--- src/rtl/riscv_test_bus_arb.sv ---
// Registered test-bus arbiter: routes one paged memory port to either the host
// master or the core under test, with ack handshake, timeout, finish capture and a cycle counter.
module riscv_test_bus_arb #(
  parameter int DATA_WIDTH     = 32,
  parameter int ADDR_WIDTH     = 32,
  parameter int OFFSET_BITS    = 6,
  parameter int PAGE_BITS      = 6,
  parameter int FINISH_OFFSET  = 60,
  parameter int TIMEOUT_CYCLES = 255
) (
  input  logic                  clk,
  input  logic                  reset,
  input  logic                  option,
  input  logic [PAGE_BITS-1:0]  memory_page_number,
  input  logic                  read,
  input  logic                  write,
  input  logic [ADDR_WIDTH-1:0] address,
  input  logic [DATA_WIDTH-1:0] write_data,
  output logic [DATA_WIDTH-1:0] read_data,
  output logic                  ready,
  input  logic                  core_read,
  input  logic                  core_write,
  input  logic [ADDR_WIDTH-1:0] core_address,
  input  logic [DATA_WIDTH-1:0] core_write_data,
  output logic [DATA_WIDTH-1:0] core_read_data,
  output logic                  core_ready,
  output logic                  memory_read,
  output logic                  memory_write,
  output logic [ADDR_WIDTH-1:0] memory_address,
  output logic [DATA_WIDTH-1:0] memory_write_data,
  input  logic [DATA_WIDTH-1:0] memory_read_data,
  input  logic                  memory_ack,
  output logic                  finish,
  output logic [DATA_WIDTH-1:0] finish_code,
  output logic [31:0]           cycle_count,
  output logic                  bus_error
);

  localparam int WAIT_W = (TIMEOUT_CYCLES > 1) ? $clog2(TIMEOUT_CYCLES) : 1;
  localparam logic [WAIT_W-1:0]      WAIT_LAST = WAIT_W'(TIMEOUT_CYCLES - 1);
  localparam logic [OFFSET_BITS-1:0] FIN_OFS   = OFFSET_BITS'(FINISH_OFFSET);

  typedef enum logic [1:0] {
    IDLE   = 2'd0,
    ACCESS = 2'd1,
    RESP   = 2'd2
  } state_t;

  state_t state, next_state;

  logic              owner_core;   // owner latched in IDLE; option is ignored elsewhere
  logic              op_write;
  logic [WAIT_W-1:0] wait_cnt;

  logic                  sel_read, sel_write, sel_req;
  logic [ADDR_WIDTH-1:0] sel_addr;
  logic [DATA_WIDTH-1:0] sel_wdata;
  logic [ADDR_WIDTH-1:0] mapped_addr;
  logic                  timeout;
  logic                  done;
  logic                  finish_hit;
  logic                  unused_addr_bits;

  // NOTE: every signal written here gets a default first so no latch is inferred.
  always_comb begin
    sel_read   = option ? core_read       : read;
    sel_write  = option ? core_write      : write;
    sel_addr   = option ? core_address    : address;
    sel_wdata  = option ? core_write_data : write_data;
    sel_req    = sel_read | sel_write;
    timeout    = (wait_cnt == WAIT_LAST);
    done       = memory_ack | timeout;
    finish_hit = option & core_write & ~finish &
                 (core_address[OFFSET_BITS-1:0] == FIN_OFS);
    next_state = state;
    case (state)
      IDLE:    if (sel_req) next_state = ACCESS;
      ACCESS:  if (done)    next_state = RESP;
      RESP:    next_state = IDLE;
      default: next_state = IDLE;
    endcase
  end

  // Page prefix replaces everything above the in-page offset.
  assign mapped_addr = ADDR_WIDTH'({memory_page_number, sel_addr[OFFSET_BITS-1:0]});

  assign unused_addr_bits = ^{address[ADDR_WIDTH-1:OFFSET_BITS],
                              core_address[ADDR_WIDTH-1:OFFSET_BITS]};

  // NOTE: sequential state uses non-blocking assignments so all registers
  // update from the same pre-edge values.
  always_ff @(posedge clk) begin
    if (reset) state <= IDLE;
    else       state <= next_state;
  end

  always_ff @(posedge clk) begin
    if (reset) begin
      owner_core        <= 1'b0;
      op_write          <= 1'b0;
      wait_cnt          <= '0;
      memory_read       <= 1'b0;
      memory_write      <= 1'b0;
      memory_address    <= '0;
      memory_write_data <= '0;
      read_data         <= '0;
      core_read_data    <= '0;
      ready             <= 1'b0;
      core_ready        <= 1'b0;
      finish            <= 1'b0;
      finish_code       <= '0;
      bus_error         <= 1'b0;
    end else begin
      ready      <= 1'b0;
      core_ready <= 1'b0;
      case (state)
        IDLE: begin
          if (sel_req) begin
            owner_core     <= option;
            op_write       <= sel_write;
            memory_write   <= sel_write;
            memory_read    <= ~sel_write;
            memory_address <= mapped_addr;
            wait_cnt       <= '0;
            if (sel_write) memory_write_data <= sel_wdata;
          end
          if (finish_hit) begin
            finish      <= 1'b1;
            finish_code <= core_write_data;
          end
        end
        ACCESS: begin
          if (done) begin
            memory_read  <= 1'b0;
            memory_write <= 1'b0;
            if (!memory_ack) bus_error <= 1'b1;
            // An aborted read returns zero rather than stale bus contents.
            if (!op_write) begin
              if (owner_core) core_read_data <= memory_ack ? memory_read_data : '0;
              else            read_data      <= memory_ack ? memory_read_data : '0;
            end
            ready      <= ~owner_core;
            core_ready <= owner_core;
          end else begin
            wait_cnt <= wait_cnt + WAIT_W'(1);
          end
        end
        default: ;
      endcase
    end
  end

  // Core-mode cycles up to and including the one whose write sets finish.
  always_ff @(posedge clk) begin
    if (reset)
      cycle_count <= '0;
    else if (option && !finish && cycle_count != 32'hFFFF_FFFF)
      cycle_count <= cycle_count + 32'd1;
  end

endmodule

--- config.mk ---
export PLATFORM = sky130hd
export DESIGN_NAME = riscv_test_bus_arb
export DESIGN_NICKNAME = d
export VERILOG_FILES = /design/src/rtl/riscv_test_bus_arb.sv
export SDC_FILE = /design/constraint.sdc
export NUM_CORES = 1
export LEC_CHECK = 0
export ABC_AREA = 1
export BUFFER_PORTS_ARGS = -buffer_cell sky130_fd_sc_hd__buf_2
export CAP_MARGIN = 10
export CELL_PAD_IN_SITES_DETAIL_PLACEMENT = 0
export CELL_PAD_IN_SITES_GLOBAL_PLACEMENT = 1
export CORE_UTILIZATION = 29
export CTS_CLUSTER_DIAMETER = 30
export DETAILED_ROUTE_END_ITERATION = 8
export GPL_TIMING_DRIVEN = 0
export PLACE_DENSITY_LB_ADDON = 0.1
export RECOVER_POWER = 25
export SYNTH_ARGS = -nofsm -noshare
export SYNTH_HDL_FRONTEND = slang
export SYNTH_SLANG_ARGS = --single-unit
--- constraint.sdc ---
create_clock -name clk -period 1.7 [get_ports clk]
set_input_delay 0.255 -clock clk [delete_from_list [all_inputs] [get_ports clk]]
set_output_delay 0.255 -clock clk [all_outputs]
set_load 0.02 [all_outputs]
Word level (Yosys, flattened, before mapping)
Index checks and enable logic that the tools add are counted.
W data, S select, Z words.
Storage, ports and cells
  word-level logic and storage cells: 68
  flip-flop bits (word level): 190
  output and inout bits: 198
  input bits: 174
Operators by class
  equal/unequal tests: 7
  multiplexer cells: 16
  add/sub/neg operators: 2
  reductions and logical operators: 15
  bitwise logic cells: 12
Operators by type and width (count)
  $mux W32: 2
  $add A32 B1 Y32 const B: 1
  $ne A32 B32 Y1 const B: 1
  $mux W8: 2
  $pmux W8 S2: 1
  $reduce_and A3 Y1: 4
  $add A8 B1 Y8 const B: 1
  $eq A8 B8 Y1 const B: 1
  $reduce_and A4 Y1: 2
  $not A1 Y1: 7
  $eq A6 B6 Y1 const B: 1
  $mux W6: 1
  $ne A2 B2 Y1 const B: 3
  $reduce_and A2 Y1: 3
  $mux W1: 5
  $mux W2: 2
  $pmux W1 S2: 2
  $pmux W2 S2: 1
  $and A1 B1 Y1: 3
  $reduce_or A3 Y1: 1
  $eq A2 B1 Y1 const B: 1
  $logic_and A1 B1 Y1: 2
  $logic_not A2 Y1: 1
  $or A1 B1 Y1: 2
  other kinds (2): 2

Logic depth before layout (Yosys ltp)
  depth after elaboration: 4
  depth in mapped cells: 11
  gate-level depth less buffers: 11

Least setup slack after synthesis
No wires, ideal clock.
  kind: reg-to-reg
  from: register cycle_count[1]
  to: register cycle_count[14]
  buffers on the path: 1
  setup slack: -0.076 ns
  setup time: 0.113 ns
  cell stages (with the launch flop): 12
  arrival time: 1.663 ns
  required time: 1.587 ns
  period minus slack after synthesis: 1.776 ns
  cell sequence: dfxtp_1 ha_1 nand2_1 nor2_2 nand2_2 nor2_4 nand3_4 buf_6 nand2_1 nand2_1 nand2_1 nor2_1
On the way
  longest elaborated chain between the ends: 2
  elaborated cells between the ends (all ways): 3
  those cells by class: add/sub (1); eq/ne (1); reduce/logical (1)
Ends and longest elaborated chain
  start, declared: line 35  | output logic [31:0] cycle_count,
  start signal, assigned: line 158  | cycle_count <= cycle_count + 32'd1;
  parallel branches: the longest is 2 deep, another holds $add A32 B1 Y32
Several ways; the timed one is not identified.
A chain may end at the register's enable or synchronous reset.

Worst setup path after layout
  from: register cycle_count[1]
  to: register cycle_count[7]
Same word-level chain as after synthesis.

==> impl_metrics.env <==
export IMPL_stdcell_area_mm2=0.0130
export IMPL_crit_required_ps=2070
export IMPL_slew_viol_final=0
export IMPL_min_period_ps=1730
export IMPL_multi_input_area_mm2=0.00485
export IMPL_regArea_mm2=0.00384
export IMPL_synth_top_area_frac=0.434
export IMPL_tritoncts="yes"
export IMPL_yosys_top_cells_area="dfxtp_1, nand2_1, inv_1"
export IMPL_p_leak_nw=5.80
export IMPL_critPathMaxFanout=5
export IMPL_area_growth_pct=48.1
export IMPL_drv_cap=0
export IMPL_dr_total_vias=9602
export IMPL_synth_seq_cells=190
export IMPL_wl_um=33900
export IMPL_worst_pin_slew_ps=875
export IMPL_crit_type="reg2reg"
export IMPL_fillers=3209
export IMPL_rsz0062_at_grt="yes"
export IMPL_grt_antenna_before_repair=2
export IMPL_setup_viol=9
export IMPL_power_density_mw_per_mm2=833
export IMPL_portBuffers=297
export IMPL_synth_edf_count=0
export IMPL_drc=0
export IMPL_ys_warn_count=0
export IMPL_cts_buffers=17
export IMPL_total_power_mw=10.8
export IMPL_fin_util=0.438
export IMPL_hold_violations=0
export IMPL_slew_headroom=0.417
export IMPL_synthArstFlopShare=0
export IMPL_cts_buffer_depth=2
export IMPL_ys_flop_type="dfxtp_1"
export IMPL_syn_avg_cell_area_um2=6.86
export IMPL_die_area_mm2=0.0309
export IMPL_cts_root_buf="clkbuf_16"
export IMPL_hold_buffers=0
export IMPL_drive_gt1_frac=0.350
export IMPL_first_iter_violations=435
export IMPL_clk_pin_slew_worst_paths_ps=80
export IMPL_dr_pass1_iters=5
export IMPL_rows=63
export IMPL_grt_pass1_wl_um=50400
export IMPL_skew_ps=13.3
export IMPL_core_mm2=0.0296
export IMPL_htree_levels=4
export IMPL_die_h_um=176
export IMPL_fin_ws_ps=-32.3
export IMPL_crit_path_end_kind="flop"
export IMPL_crit_path_start_kind="flop"
export IMPL_tns_ps=-95.5
export IMPL_dpl_hpwl_um=24500
export IMPL_status="complete, but fails checks"
export IMPL_die_w_um=176
export IMPL_io_pins=372
export IMPL_yosysMostFrequentCell="nand2_1"
export IMPL_place_inst=1982
export IMPL_violations="setup timing"
export IMPL_final_cells=2056
export IMPL_ant_nets=0
export IMPL_critPathArrivalTime_ps=2100
export IMPL_syn_inst=1276
export IMPL_post_dp_cell_area_mm2=0.0108
export IMPL_track_usage=0.211
export IMPL_initial_core_util=0.296
export IMPL_hold_path_class="in2reg"
export IMPL_hold_depth=3
export IMPL_ys_seq_area_frac=0.434
export IMPL_irDropWorstVdd_uv=756
export IMPL_grt_pass1_vias=9058
export IMPL_fmax_mhz=577
export IMPL_gr_total_overflow=0
export IMPL_synth_top_cells_by_count="nand2_1, dfxtp_1, inv_1"
export IMPL_ys_types=36
export IMPL_clkSinkCount=190
export IMPL_final_nets=1829
export IMPL_yosysTopAreaCell="dfxtp_1"
export IMPL_grt_max_degree=17
export IMPL_rr_worst_depth=11
export IMPL_netlist_area_mm2=0.00876
export IMPL_via_per_inst=4.67
export IMPL_clkLatencyLatePin_ps=450
export IMPL_gp_congestion=0.796
export IMPL_wl_per_cell_um=16.5
export IMPL_period_share=1.02
per-layer routing:
layer / track usage / vias up / share of wire
met1: 0.270 / 4468 / 0.46
met3: 0.0532 / 44 / 0.060
li1: - / 4828 / -
met5: 0 / - / 0
met4: 0.0801 / 0 / 0.023
met2: 0.340 / 262 / 0.46
where the power goes:
part / leakage [nW] / internal (mW) / total (mW) / switching (mW)
combinational: 3.95 / 0.648 / 1.87 / 1.22
clock: 0.287 / 2.26 / 4.17 / 1.91
sequential: 1.56 / 4.64 / 4.77 / 0.131
total: 5.80 / 7.55 / 10.8 / 3.27
through the flow:
stage | setup WS (ps) | hold WS (ps)
floorplan | 25.4 | 404
global placement | -356 | 446
detailed placement | -389 | 450
CTS | -76.0 | 41.9
global route | -130 | 62.2
finish | -32.3 | 58.8
critical path, stage by stage, from the launching register on:
cell and delay (ps):
dfxtp_4 370, ha_4 140, nand2_2 60, nor2_4 150, nand2_4 80, nor2_4 180, buf_6 140, nand2_8 70
nand2_8 110, buf_8 140, nand2_1 70, a21oi_2 130
worst paths after layout:
path | to | from | slack [ps]
worst max register to register | cycle_count[7] | cycle_count[1] | -30
worst min register to register | core_read_data[0] | core_read_data[0] | 460
worst min-delay path | memory_address[7] | memory_page_number[1] | 60
worst max-delay path | cycle_count[7] | cycle_count[1] | -30
placed cells by master (no fill, tap or decap), drive strengths merged:
master    count
nand4        71
o211a         6
nor3          8
diode         2
o211ai        1
inv         147
o21bai        1
a21oi       101
and2          2
clkbuf      143
buf         314
dfxtp       190
clkinvlp      1
bufinv        2
clkinv        5
conb         20
xnor2         3
nand3b        2
nand3        43
nor3b         1
or2           1
nand2       355
xor2          7
o21ai        71
nor2b         1
a31oi        32
nor2        133
ha            3
layout make-up:
cell class                 instances  share of cell area
antenna                            2            0.000386
buffer                            99              0.0539
clock buffer                      20              0.0352
clock inverter                    11              0.0103
inverter                         144              0.0420
multi-input combinational        862               0.373
sequential                       190               0.296
tap                              390              0.0376
timing repair buffer             338               0.151
kinds of logic after synthesis:
family                     Yosys count  share of synthesized area
AOI/OAI and AO/OA                  212                      0.130
xor gates and xnor gates            10                     0.0100
adders and majority gates            3                    0.00429
buffers and inverters              244                      0.121
DFF                                190                      0.434
other                                1                   0.000428
and+or+nand+nor                    616                      0.300
timing repair:
| action | CTS | global route |
|---|---|---|
| setup endpoints to repair | 142 | 114 |
| buffers inserted | 13 | 18 |
| endpoints found under the hold margin | 0 | 0 |
| pin swaps | 14 | 68 |
| gates cloned | 2 | 10 |
| resized for setup | 102 | 244 |
state kept, by name, summed over array words and instances (netlist names):
name               count
core_read_data        32
cycle_count           32
finish_code           32
memory_write_data     32
read_data             32
memory_address        12
wait_cnt               8
state                  2
bus_error              1
core_ready             1
finish                 1
memory_read            1
memory_write           1
op_write               1
owner_core             1
ready                  1
Note: power is estimated with default switching activity, not from simulation.
